## config.mk

```make
export PLATFORM = sky130hd
export DESIGN_NAME = core_ldst_seq
export DESIGN_NICKNAME = d
export VERILOG_FILES = /design/src/rtl/core_ldst_seq.sv
export SDC_FILE = /design/constraint.sdc
export NUM_CORES = 1
export LEC_CHECK = 0
export BUFFER_PORTS_ARGS = -buffer_cell sky130_fd_sc_hd__clkbuf_2
export CAP_MARGIN = 20
export CELL_PAD_IN_SITES_DETAIL_PLACEMENT = 1
export CELL_PAD_IN_SITES_GLOBAL_PLACEMENT = 2
export CORE_UTILIZATION = 29
export CTS_BUF_LIST = sky130_fd_sc_hd__clkbuf_2
export DETAILED_ROUTE_END_ITERATION = 16
export PLACE_DENSITY = 0.77
export SLEW_MARGIN = 10
export SYNTH_ARGS = -nofsm -noshare
export SYNTH_HDL_FRONTEND = slang
export SYNTH_SLANG_ARGS = --single-unit
```

## constraint.sdc

```tcl
create_clock -name clk -period 6.8 [get_ports clk]
set_clock_uncertainty 0.15 [all_clocks]
set_input_delay 1.36 -clock clk [delete_from_list [all_inputs] [get_ports clk]]
set_output_delay 1.36 -clock clk [all_outputs]
set_load 0.05 [all_outputs]
```

## src/rtl/core_ldst_seq.sv

```systemverilog
// Load/store sequencer: single byte/half/word transfers and multi-register block
// transfers, one outstanding memory request at a time.
module core_ldst_seq #(
    parameter int WIDTH  = 32,
    parameter int NREGS  = 16,
    parameter int RIDX_W = $clog2(NREGS)
) (
    input  logic                 clk,
    input  logic                 rst,
    input  logic                 start,
    input  logic                 write,
    input  logic [1:0]           size,
    input  logic                 sign_ext,
    input  logic [WIDTH-1:0]     base,
    input  logic [NREGS-1:0]     reg_mask,
    input  logic [RIDX_W-1:0]    single_reg,
    input  logic                 decr,
    input  logic                 pre,
    output logic [RIDX_W-1:0]    rd_idx,
    input  logic [WIDTH-1:0]     rd_value,
    output logic                 wr_en,
    output logic [RIDX_W-1:0]    wr_idx,
    output logic [WIDTH-1:0]     wr_value,
    output logic [WIDTH-3:0]     mem_addr,
    output logic [WIDTH-1:0]     mem_data_wr,
    output logic [WIDTH/8-1:0]   mem_data_be,
    output logic                 mem_start,
    output logic                 mem_write,
    input  logic                 mem_ready,
    input  logic [WIDTH-1:0]     mem_data_rd,
    output logic                 busy,
    output logic                 done,
    output logic                 fault,
    output logic [WIDTH-1:0]     final_addr
);

    localparam int BE_W  = WIDTH / 8;
    localparam int CNT_W = RIDX_W + 1;
    localparam logic [WIDTH-1:0] STEP = WIDTH'(4);

    typedef enum logic [1:0] {S_IDLE, S_ISSUE, S_WAIT, S_DONE} state_t;

    state_t              state, state_nxt;
    logic                write_r, sext_r, fault_r;
    logic [1:0]          size_r;
    logic [WIDTH-1:0]    addr_r, final_r, data_hold;
    logic [NREGS-1:0]    mask_r;

    logic                accept, misaligned, empty_blk, last, active;
    logic [RIDX_W-1:0]   cur_idx;
    logic [WIDTH-1:0]    n4, blk_first, blk_final;

    function automatic logic [CNT_W-1:0] popcount(input logic [NREGS-1:0] m);
        logic [CNT_W-1:0] cnt;
        cnt = '0;
        for (int i = 0; i < NREGS; i++) cnt = cnt + CNT_W'(m[i]);
        return cnt;
    endfunction

    function automatic logic [RIDX_W-1:0] lowest_idx(input logic [NREGS-1:0] m);
        logic [RIDX_W-1:0] idx;
        idx = '0;
        for (int i = NREGS - 1; i >= 0; i--) if (m[i]) idx = RIDX_W'(i);
        return idx;
    endfunction

    // Narrow stores replicate the low byte/half across every lane.
    function automatic logic [WIDTH-1:0] store_fmt(input logic [1:0] sz, input logic [WIDTH-1:0] v);
        logic [WIDTH-1:0] r;
        for (int i = 0; i < WIDTH; i++) begin
            case (sz)
                2'd0:    r[i] = v[i % 8];
                2'd1:    r[i] = v[i % 16];
                default: r[i] = v[i];
            endcase
        end
        return r;
    endfunction

    function automatic logic [WIDTH-1:0] load_fmt(input logic [1:0] sz, input logic sx,
                                                  input logic [1:0] lane, input logic [WIDTH-1:0] v);
        logic [WIDTH-1:0] sh_b, sh_h, r;
        sh_b = v >> {lane, 3'b000};
        sh_h = v >> {lane[1], 4'b0000};
        case (sz)
            2'd0:    r = sx ? WIDTH'($signed(sh_b[7:0]))  : WIDTH'(sh_b[7:0]);
            2'd1:    r = sx ? WIDTH'($signed(sh_h[15:0])) : WIDTH'(sh_h[15:0]);
            default: r = v;
        endcase
        return r;
    endfunction

    function automatic logic [BE_W-1:0] be_fmt(input logic [1:0] sz, input logic [1:0] lane);
        logic [BE_W-1:0] r;
        case (sz)
            2'd0:    r = BE_W'(1) << lane;
            2'd1:    r = BE_W'(3) << {lane[1], 1'b0};
            default: r = {BE_W{1'b1}};
        endcase
        return r;
    endfunction

    assign accept     = (state == S_IDLE) && start;
    assign misaligned = (size == 2'd1) ? base[0] : ((size[1] == 1'b1) && (base[1:0] != 2'b00));
    assign empty_blk  = (size == 2'd3) && (reg_mask == '0);
    assign n4         = WIDTH'(popcount(reg_mask)) << 2;
    // Descending blocks start at the lowest address too, so registers still go out in ascending order.
    assign blk_first  = decr ? (pre ? base - n4 : base - n4 + STEP) : (pre ? base + STEP : base);
    assign blk_final  = decr ? base - n4 : base + n4;
    assign cur_idx    = lowest_idx(mask_r);
    assign last       = (mask_r & (mask_r - NREGS'(1))) == '0;
    assign active     = (state == S_ISSUE) || (state == S_WAIT);

    always_ff @(posedge clk) begin
        if (rst) begin
            state   <= S_IDLE;
            fault_r <= 1'b0;
            final_r <= '0;
        end else begin
            state <= state_nxt;
            if (accept) begin
                fault_r <= misaligned;
                final_r <= (size == 2'd3) ? blk_final : base;
            end
        end
    end

    always_ff @(posedge clk) begin
        if (accept) begin
            write_r <= write;
            size_r  <= size;
            sext_r  <= sign_ext;
            mask_r  <= (size == 2'd3) ? reg_mask : (NREGS'(1) << single_reg);
            addr_r  <= (size == 2'd3) ? blk_first : base;
        end else if (state == S_ISSUE) begin
            data_hold <= store_fmt(size_r, rd_value);
        end else if ((state == S_WAIT) && mem_ready) begin
            mask_r <= mask_r & (mask_r - NREGS'(1));
            addr_r <= addr_r + STEP;
        end
    end

    always_comb begin
        state_nxt   = state;
        rd_idx      = '0;
        wr_en       = 1'b0;
        wr_idx      = '0;
        wr_value    = '0;
        mem_addr    = '0;
        mem_data_wr = '0;
        mem_data_be = '0;
        mem_start   = 1'b0;
        mem_write   = 1'b0;
        busy        = (state != S_IDLE);
        done        = (state == S_DONE);
        fault       = (state == S_DONE) && fault_r;
        final_addr  = final_r;

        case (state)
            S_IDLE:  if (start) state_nxt = (misaligned || empty_blk) ? S_DONE : S_ISSUE;
            S_ISSUE: state_nxt = S_WAIT;
            S_WAIT:  if (mem_ready) state_nxt = last ? S_DONE : S_ISSUE;
            S_DONE:  state_nxt = S_IDLE;
            default: state_nxt = S_IDLE;
        endcase

        if (active) begin
            mem_addr    = addr_r[WIDTH-1:2];
            mem_data_be = be_fmt(size_r, addr_r[1:0]);
            mem_write   = write_r;
            mem_start   = (state == S_ISSUE);
            if (write_r) begin
                rd_idx      = cur_idx;
                mem_data_wr = (state == S_ISSUE) ? store_fmt(size_r, rd_value) : data_hold;
            end
        end

        if ((state == S_WAIT) && mem_ready && !write_r) begin
            wr_en    = 1'b1;
            wr_idx   = cur_idx;
            wr_value = load_fmt(size_r, sext_r, addr_r[1:0], mem_data_rd);
        end
    end

endmodule

```

==> impl_results.md <==
- Site row count: 72
- Layout net count: 1957
- Via density: 5.48
- Clock power share: under 10%
- First-pass GRT wire length: 77.6 mm
- Synthesized area: between 10000 and 15000 um^2
- Synthesized Nets: 1625
- Die width: 200 um
- Vias in the first global route: 12400
- Sw frac: 51.4%
- Seq/Total Area, Yosys: 28.2%
- P_int: about 2.8 mW
- Asr flop ratio synth: 0%
- Switch Pwr: just under 3 mW
- RSZ-0062 raised after global routing: yes
- Avg WL per Cell: 22.1 um
- HPWL after detailed placement: 39.7 mm
- CP startpoint: reg_mask[11]
- GRT Resource Usage Total: 24.9%
- Post-Syn Area per Cell: 7.81 um^2
- Crit path capture: addr_r[23]
- Die Y: 200 um
- EDFF count, synth: 84
- Residual DRC: 0
- Capturing point of the worst reg2reg path: addr_r[30]
- DR vias: 12700
- Area share of the largest cell type after synthesis: 22.1%
- Seq cells post-synth: 119
- Yosys top cell by area: edfxtp_1
- Max cap viols: 0
- Routed Antenna Nets: 0
- Crit path max fanout: 5
- Clock period minus worst slack: 6.76 ns
- Arr. time, crit path: 7.13 ns
- CTS tree: done
- Worst rel slew slack: 29.7%
- Worst vdd ir: ~0.24 mV
- Share of layout cells above drive strength 1: 30.3%
- Reg2reg setup slack: 3.34 ns
- Final worst setup slack: 0.0378 ns
- Initial DRC Count: roughly 890
- Antenna violations before repair: 2
- Critical Path RT: a little over 7 ns
- Post-synth top flop: edfxtp_1
- Status: completed
- Core ar.: 38700 um^2
- Peak Freq: between 100 and 150 MHz
- Post-Syn Instances: approximately 1500
- Worst skew pair latency: 0.84 ns
- Flop pwr share: 22.5%
- Initial Utilization: 29.5%
- Critical path type: in -> reg
- Final Hold Viols: 0
- Final setup viols: 0
- Post-route setup TNS: 0 ns
- CTS Buf Count: 17
- Clock Path Buffers: 2
- Yosys warns: 0
- Fillers: 4791
- Netlist cell types: 84
- Synth area leaders: edfxtp_1, dfxtp_1, a21oi_1
- Leak: 6.03 nW
- Hold Path Class: reg -> reg
- Clk sinks: approximately 120
- Slew Viols, Final: 0
- DR pass1 iterations: 5
- Reg2reg path depth: 7
- CP endpoint kind: flip-flop
- H-tree Lvls: 4
- Pre-CTS WS: -0.999 ns
- Clock transition at path regs: 0.20 ns
- Area Growth Syn to Fin: 29.3%
- Total grt overflow: 0
- Comb pwr share: between 60% and 70%
- Final worst-path cycle share: 99.4%
- I/O Buffers: 269
- Largest net degree at the start of global routing: 80
- Ports: 270
- Hold_buf cts: 0
- Root Driver: clkbuf_2
- R2r startpoint: state[0]
- Worst slew pin tran: 1.05 ns
- Power per cell area: 392 nW/um^2
- Die area: around 40000 um^2
- Final WL: ~51 mm
- Critical Path Source Type: primary input
- Placer Congestion: 0.933
-- Yosys cell counts (all sizes together) (20+ instances only) --
master	number
nor2	163
dfxtp	35
nand2	115
a22oi	29
clkbuf	77
mux2i	36
nor2b	20
and2	68
a21oi	125
or3	22
xor2	31
and3	22
ha	26
nand3	55
o21ai	102
inv	73
nor3	42
edfxtp	84
xnor2	51
buf	29
-- layout by cell type, fill, tap and decap left out, types with 8 or more instances in the layout --
master and count:
and4_1 9, o21ai_1 8, nor2_1 159, mux2i_1 36, a32oi_1 10, a21oi_1 122, o22ai_1 14, edfxtp_1 84
nor3_1 41, and2_1 67, o21ai_0 93, nor4_1 10, and3_1 22, a211oi_1 10, ha_1 20, a22oi_1 28
a221oi_1 12, o221ai_1 18, o211ai_1 8, dfxtp_1 35, xor2_1 28, clkbuf_2 284, nand2_1 111, nor2b_1 19
or3_1 20, nand4_1 16, a31oi_1 12, nand3_1 53, buf_4 142, mux2_2 19, a311oi_1 10, fa_1 10
xnor2_1 50, inv_1 65
-- per-stage QoR --
step                utilization [%]  instance area (um^2)  std cells  power (mW)  hold slack (ns)
CTS                            37.2                 14400       2310        5.58            0.319
detailed placement             36.4                 14100       2279        4.97            0.298
finish                         38.1                 14800       2325        5.78            0.317
global route                   38.1                 14800       2325        6.15            0.341
global placement               36.4                 14100       2279        4.90            0.296
floorplan                         -                 11500       1461        3.68            0.302
-- state kept, by name, summed over array words and instances (netlist names) --
signal	count
addr_r	32
data_hold	32
fault_r	1
final_addr	32
mask_r	16
sext_r	1
size_r	2
state	2
write_r	1
-- critical path, cell delays in order --
cell	delay, ns
buf_6	0.09
inv_8	0.03
fa_1	0.57
fa_1	0.45
fa_1	0.49
fa_1	0.53
inv_2	0.05
ha_4	0.15
fa_2	0.36
xor2_2	0.16
ha_1	0.34
buf_6	0.12
nor2_2	0.04
o311a_1	0.35
buf_6	0.15
mux2i_1	0.12
o41ai_2	0.36
buf_4	0.19
nor3b_4	0.05
buf_4	0.15
clkbuf_16	0.14
a41oi_1	0.19
nand3_1	0.11
a31oi_2	0.28
xnor2_2	0.20
a21oi_2	0.09
-- power groups by stage --
stage | Combinational (mW) | Clock (mW) | Sequential (mW)
floorplan | 2.31 | 0 | 1.37
global placement | 3.59 | 0 | 1.31
global route | 4.21 | 0.605 | 1.33
CTS | 3.69 | 0.586 | 1.30
detailed placement | 3.65 | 0 | 1.32
finish | 3.91 | 0.566 | 1.30
-- routing by layer --
layer	track usage (%)	up-vias	wire length, um
met1	35.9	6305	24600
met5	0	-	0
li1	-	5965	-
met4	7.14	0	1020
met3	2.73	49	2390
met2	38.9	424	23400
-- cells by family after synthesis --
kind of cell / Yosys count / share of synthesized area (%)
simple gates: 582 / 26.0
buf+inv: 180 / 6.64
fa+ha+maj: 40 / 5.13
mux: 56 / 5.23
compound gates: 402 / 22.5
flops: 119 / 28.2
xor+xnor: 82 / 6.29
-- worst min-delay path by stage --
stage,startpoint,endpoint,slack (ns),depth (start not counted)
after floorplan,fault_r,fault_r,0.30,2
after global placement,final_addr[11],final_addr[11],0.30,2
after detailed placement,final_addr[11],final_addr[11],0.30,2
after CTS,final_addr[11],final_addr[11],0.32,2
after global routing,final_addr[28],final_addr[28],0.34,2
final,final_addr[11],final_addr[11],0.32,2
-- layout make-up --
cell class                 count  area [um^2]  share of cell area, %
antenna                        2         5.00                 0.0339
clock buffer                  18         90.1                  0.610
clock inverter                13          180                   1.22
inverter                      74          285                   1.93
multi-input combinational   1162         7760                   52.6
sequential                   119         3220                   21.8
tap                          518          648                   4.39
timing repair buffer         419         2560                   17.4
-- timing repair --
item	CTS	global route
buffers inserted	0	12
setup endpoints to repair	8	21
gates resized for setup	2	53
gates cloned	0	1
pin swaps	0	18
Note: power is estimated with default switching activity, not from simulation.
